File: src/rtl/uart_tx_fifo.sv
`timescale 1ns/1ps
`default_nettype none
// ============================================================================
// Module   : uart_tx_fifo
// Brief    : Buffered UART transmitter: valid/ready byte FIFO feeding an 8N1
//            serialiser. Define UART_TX_PARITY_EN for an even-parity bit (8E1).
// Revision : 1.0
// ============================================================================

module uart_tx_fifo #(
    parameter int CLKS_PER_BIT = 10417,
    parameter int FIFO_DEPTH   = 16
) (
    input  logic                        CLK,
    input  logic                        RST_N,
    input  logic [7:0]                  DATA,
    input  logic                        VALID,
    output logic                        READY,
    output logic                        UART_TXD,
    output logic                        BUSY,
    output logic [$clog2(FIFO_DEPTH):0] FIFO_COUNT,
    output logic                        OVERFLOW
);

    localparam int c_PW = $clog2(FIFO_DEPTH);
    localparam int c_CW = c_PW + 1;
    localparam int c_BW = $clog2(CLKS_PER_BIT);

    localparam logic [c_CW-1:0] c_FULL      = c_CW'(FIFO_DEPTH);
    localparam logic [c_BW-1:0] c_BAUD_LAST = c_BW'(CLKS_PER_BIT - 1);
    localparam logic [c_BW-1:0] c_BAUD_ONE  = c_BW'(1);

`ifdef UART_TX_PARITY_EN
    typedef enum logic [2:0] {
        S_IDLE   = 3'd0,
        S_START  = 3'd1,
        S_DATA   = 3'd2,
        S_PARITY = 3'd3,
        S_STOP   = 3'd4
    } state_t;
`else
    typedef enum logic [1:0] {
        S_IDLE  = 2'd0,
        S_START = 2'd1,
        S_DATA  = 2'd2,
        S_STOP  = 2'd3
    } state_t;
`endif

    // Reset asserts asynchronously but releases on a clock edge.
    logic r_rst_n_meta;
    logic r_rst_n_sync;
    logic w_rst_n;

    always_ff @(posedge CLK or negedge RST_N) begin
        if (!RST_N) begin
            r_rst_n_meta <= 1'b0;
            r_rst_n_sync <= 1'b0;
        end else begin
            r_rst_n_meta <= 1'b1;
            r_rst_n_sync <= r_rst_n_meta;
        end
    end

    assign w_rst_n = r_rst_n_sync;

    logic [7:0]      r_mem [FIFO_DEPTH];
    logic [c_PW-1:0] r_wr_ptr;
    logic [c_PW-1:0] r_rd_ptr;
    logic [c_CW-1:0] r_count;
    logic [c_CW-1:0] w_count_next;
    logic            r_ready;
    logic            r_overflow;
    logic            w_push;
    logic            w_pop;

    state_t          r_state;
    state_t          w_state_next;
    logic [c_BW-1:0] r_baud;
    logic [c_BW-1:0] w_baud_next;
    logic            w_baud_done;
    logic [2:0]      r_bit_idx;
    logic [2:0]      w_bit_next;
    logic [7:0]      r_shift;
    logic [7:0]      w_shift_next;
    logic            r_txd;
    logic            w_txd_next;
    logic            r_busy;

    // READY is registered, so a full FIFO refuses a push even on a pop cycle.
    assign w_push       = VALID && r_ready;
    assign w_count_next = r_count + c_CW'(w_push) - c_CW'(w_pop);
    assign w_baud_done  = (r_baud == c_BAUD_LAST);

    always_ff @(posedge CLK) begin
        if (w_push) begin
            r_mem[r_wr_ptr] <= DATA;
        end
    end

    always_ff @(posedge CLK or negedge w_rst_n) begin
        if (!w_rst_n) begin
            r_wr_ptr   <= '0;
            r_rd_ptr   <= '0;
            r_count    <= '0;
            r_ready    <= 1'b1;
            r_overflow <= 1'b0;
        end else begin
            if (w_push) begin
                r_wr_ptr <= r_wr_ptr + c_PW'(1);
            end
            if (w_pop) begin
                r_rd_ptr <= r_rd_ptr + c_PW'(1);
            end
            r_count <= w_count_next;
            r_ready <= (w_count_next != c_FULL);
            if (VALID && !r_ready) begin
                r_overflow <= 1'b1;
            end
        end
    end

    always_comb begin
        w_state_next = r_state;
        w_baud_next  = r_baud;
        w_bit_next   = r_bit_idx;
        w_pop        = 1'b0;
        case (r_state)
            S_IDLE: begin
                if (r_count != '0) begin
                    w_pop        = 1'b1;
                    w_state_next = S_START;
                    w_baud_next  = '0;
                end
            end
            S_START: begin
                if (w_baud_done) begin
                    w_state_next = S_DATA;
                    w_baud_next  = '0;
                    w_bit_next   = '0;
                end else begin
                    w_baud_next = r_baud + c_BAUD_ONE;
                end
            end
            S_DATA: begin
                if (w_baud_done) begin
                    w_baud_next = '0;
                    if (r_bit_idx == 3'd7) begin
`ifdef UART_TX_PARITY_EN
                        w_state_next = S_PARITY;
`else
                        w_state_next = S_STOP;
`endif
                    end else begin
                        w_bit_next = r_bit_idx + 3'd1;
                    end
                end else begin
                    w_baud_next = r_baud + c_BAUD_ONE;
                end
            end
`ifdef UART_TX_PARITY_EN
            S_PARITY: begin
                if (w_baud_done) begin
                    w_state_next = S_STOP;
                    w_baud_next  = '0;
                end else begin
                    w_baud_next = r_baud + c_BAUD_ONE;
                end
            end
`endif
            S_STOP: begin
                // Chain straight into the next start bit when more bytes wait.
                if (w_baud_done) begin
                    w_baud_next = '0;
                    if (r_count != '0) begin
                        w_pop        = 1'b1;
                        w_state_next = S_START;
                    end else begin
                        w_state_next = S_IDLE;
                    end
                end else begin
                    w_baud_next = r_baud + c_BAUD_ONE;
                end
            end
            default: begin
                w_state_next = S_IDLE;
                w_baud_next  = '0;
            end
        endcase
    end

    // Line level is computed for the upcoming state and registered.
    always_comb begin
        w_shift_next = w_pop ? r_mem[r_rd_ptr] : r_shift;
        w_txd_next   = 1'b1;
        case (w_state_next)
            S_IDLE:   w_txd_next = 1'b1;
            S_START:  w_txd_next = 1'b0;
            S_DATA:   w_txd_next = w_shift_next[w_bit_next];
`ifdef UART_TX_PARITY_EN
            S_PARITY: w_txd_next = ^w_shift_next;
`endif
            S_STOP:   w_txd_next = 1'b1;
            default:  w_txd_next = 1'b1;
        endcase
    end

    always_ff @(posedge CLK or negedge w_rst_n) begin
        if (!w_rst_n) begin
            r_state   <= S_IDLE;
            r_baud    <= '0;
            r_bit_idx <= '0;
            r_shift   <= '0;
            r_txd     <= 1'b1;
            r_busy    <= 1'b0;
        end else begin
            r_state   <= w_state_next;
            r_baud    <= w_baud_next;
            r_bit_idx <= w_bit_next;
            r_shift   <= w_shift_next;
            r_txd     <= w_txd_next;
            r_busy    <= (w_state_next != S_IDLE) || (w_count_next != '0);
        end
    end

    assign READY      = r_ready;
    assign UART_TXD   = r_txd;
    assign BUSY       = r_busy;
    assign FIFO_COUNT = r_count;
    assign OVERFLOW   = r_overflow;

endmodule

`default_nettype wire

File: config.mk
export PLATFORM = sky130hd
export DESIGN_NAME = uart_tx_fifo
export DESIGN_NICKNAME = d
export VERILOG_FILES = /design/src/rtl/uart_tx_fifo.sv
export SDC_FILE = /design/constraint.sdc
export NUM_CORES = 1
export LEC_CHECK = 0
export ABC_AREA = 1
export BUFFER_PORTS_ARGS = -buffer_cell sky130_fd_sc_hd__buf_4
export CORE_MARGIN = 5
export CORE_UTILIZATION = 25
export CTS_CLUSTER_SIZE = 28
export DETAILED_ROUTE_END_ITERATION = 10
export GPL_TIMING_DRIVEN = 0
export HOLD_SLACK_MARGIN = 0.08
export PLACE_DENSITY = 0.5
export SETUP_SLACK_MARGIN = 0.5
export SYNTH_ARGS = -nofsm -noshare
export SYNTH_HDL_FRONTEND = slang
export SYNTH_SLANG_ARGS = --single-unit
File: constraint.sdc
create_clock -name CLK -period 1.28 [get_ports CLK]
set_input_delay 0.064 -clock CLK [delete_from_list [all_inputs] [get_ports CLK]]
set_output_delay 0.064 -clock CLK [all_outputs]
set_load 0.005 [all_outputs]
==> metrics.txt <==
CTS sink count 174; die area 35600 sq um; Final nets 966; max-cap viol count 0; fraction of registers with async set/reset 26.4%; number of I/O pins 20; WP data required 1.60 ns; P&R area growth vs syn 40.1%; predominant post-synthesis flop cell edfxtp_1; yosys warns 0; number of synthesized flops with an enable pin 128; sequential share of power 42.0%; 1st-iter DRT viols 304; Setup Skew 0.00960 ns; Critical Path Start Type flop; post-synthesis sequential area ratio 62.6%; Final Cycle Share 205%; Die Y 189 um; LEAKAGE 0.00450 uW; flops & latches, synth around 170; # setup viols final roughly 170; status complete, but fails checks; critical path arrival 2.94 ns; Avg Vias per Cell 4.43; NetSw 4900 uW; Post-Syn Instances roughly 800; setup TNS -57.40 ns; Sw Ratio 29.3%; Port Buffers 19; routability cong. 0.775; total track usage 12.2%; CTS root buf clkbuf_16; Power, Total 16700 uW; number of global-route vias before repair 5800; Cell variety after synth 42; final instance area 11200 sq um; CP Capture Type flop; hold crit path type reg -> async; antenna violations before repair 0; CTS tree done; share of cells above drive strength 1 32.3%; # rows between 60 and 70; Core Region 31600 sq um; critical path type reg -> reg; hold slack approximately 0.19 ns; CTS Buffer Depth 2; Routed Antenna Nets 0; crit path max fanout 5; Final Util a little over a third; drc violations 0; Combinational Power Share 26.8%; unrepaired setup endpoints after global routing true; largest net degree at the start of global routing 24; antenna cells 0; pins over their slew limit 0; synthesized cell area roughly 8000 sq um; Cell Area, Placed 8910 sq um; Final min period 2.63 ns; Net Count, Synth 830; Die W 189 um; part of the power in the clock network 31.2%; slack of the worst reg-to-reg path -1.35 ns; pwr/cell area 1490 nW/um^2; failing checks setup timing; Final Hold Viols 0; 1st-pass router iterations 5; HPWL after detailed placement between 10 and 15 mm; CTS Buf Count 17; clock-pin slew on the worst setup and hold paths 0.07 ns; fmax 0.381 GHz; Mean Syn Cell Area 10.0 sq um; WL/cell 16.1 um; # H-tree levels 4; Peak VDD IR approximately 1.1 mV; WL final 21.7 mm; Starting Density between 20 and 30%; DR vias 5965; Clk Latency, worst-skew pair 0.44 ns; GR Overflow Total 0; Internal around 12000 uW; first-pass GRT wire length 33.1 mm; Final WS setup -1.35 ns
[worst paths after layout]
kind                                        start                 endpoint  cells past startpoint
max reg2reg                 r_baud[6]$_DFFE_PN0P_           BUSY$_DFF_PN0_                     15
min reg2reg                r_rst_n_sync$_DFF_PN0_  r_wr_ptr[0]$_DFFE_PN0P_                      0
min in group CLK           r_rst_n_meta$_DFF_PN0_   r_rst_n_sync$_DFF_PN0_                      0
max in group asynchronous  r_rst_n_sync$_DFF_PN0_       UART_TXD$_DFF_PN1_                      1
max                         r_baud[6]$_DFFE_PN0P_           BUSY$_DFF_PN0_                     15
min                        r_rst_n_sync$_DFF_PN0_  r_wr_ptr[0]$_DFFE_PN0P_                      0
[power groups by stage]
stage          Clock, uW  Combinational [uW]  Sequential (uW)
5_1_grt             5560                4820             7090
3_5_place_dp           0                2280             7110
6_report            5210                4480             7030
4_1_cts             5310                3910             7000
3_3_place_gp           0                2250             7110
2_1_floorplan          0                1550             7060
[layout make-up]
cell class                 instances  area, sq um
clock inverter                    14          159
inverter                          98          390
sequential                       174         5010
multi-input combinational        499         3120
fill                            3104        20400
buffer                            26          233
tap                              402          503
clock buffer                      18          429
timing repair buffer             117         1350
[critical path: stages, from the launching register on]
cell and delay, ns:
dfrtp_1 0.46, nor2_2 0.15, nand2_2 0.07, nor2_4 0.16, nand3_4 0.10, buf_6 0.13, a21boi_4 0.18, nand2_2 0.08
buf_6 0.12, buf_6 0.11, ha_4 0.15, a21oi_2 0.14, nand2_2 0.10, xor2_4 0.17, nor4_4 0.30, nand3b_1 0.10
[flip-flops by register name, indices dropped and copies added, names as in the netlist, 2 cells and up]
register    flops
r_mem         128
r_shift         8
r_baud         14
r_bit_idx       3
r_rd_ptr        4
FIFO_COUNT      5
r_wr_ptr        4
r_state         2
[cell usage in the layout, fill, tap and decap left out, types with 5 or more instances in the layout]
cell type      count
ha_4               5
buf_4             48
nand2_2           17
nor2_2             6
nand3_2           16
buf_8              9
buf_6             43
clkbuf_16         17
dlygate4sd3_1     11
o21ai_1           17
o21ai_0           19
inv_1             71
nor2_4            25
buf_12            20
nand2_1          192
ha_1              13
buf_2              8
xor2_1            10
inv_2             19
dfrtp_1           39
nor2_1            46
nand2_4            5
nand3_1           73
edfxtp_1         128
[synth_stat cells, drive strengths merged, types with 4 or more instances]
library cell | number | area, sq um
o22ai | 4 | 25.0
buf | 23 | 128
inv | 96 | 360
o21ai | 43 | 215
nor3 | 8 | 50.1
nand3 | 93 | 493
edfxtp | 128 | 3840
nand2 | 218 | 833
xor2 | 11 | 96.3
dfrtp | 44 | 1100
nor2 | 77 | 322
nand4 | 4 | 25.0
ha | 21 | 263
a21oi | 7 | 38.8
[cell families (layout without fill, tap and decap cells)]
group,after synthesis,in the layout,synth area share (%)
flops,174,174,62.6
simple gates,403,403,21.8
fa+ha+maj,22,22,3.54
buf+inv,124,273,6.34
xor+xnor,12,12,1.32
compound gates,61,61,4.34
other cells,1,1,0.0470
[per-layer routing]
| metal | up-vias | GRT usage (%) | routed length (um) |
|---|---|---|---|
| met4 | 0 | 3.64 | 327 |
| met1 | 2924 | 15.1 | 9260 |
| met3 | 24 | 2.43 | 803 |
| met2 | 113 | 21.4 | 11300 |
| li1 | 2904 | - | - |
| met5 | - | 0 | 0 |
[per-stage QoR]
step,std cells,setup slack [ns]
5_1_grt,1348,-1.54
6_report,1348,-1.35
3_3_place_gp,1218,-1.48
2_1_floorplan,797,-1.17
4_1_cts,1325,-1.30
3_5_place_dp,1219,-1.47
[repair_timing]
item	in CTS	in global routing
pin swaps	34	55
endpoints found under the hold margin	132	0
hold buffers	11	0
setup buffers	61	23
setup endpoints to repair	222	184
cloned	2	0
gates resized for setup	112	75
Power figures use the tool's default switching activity.
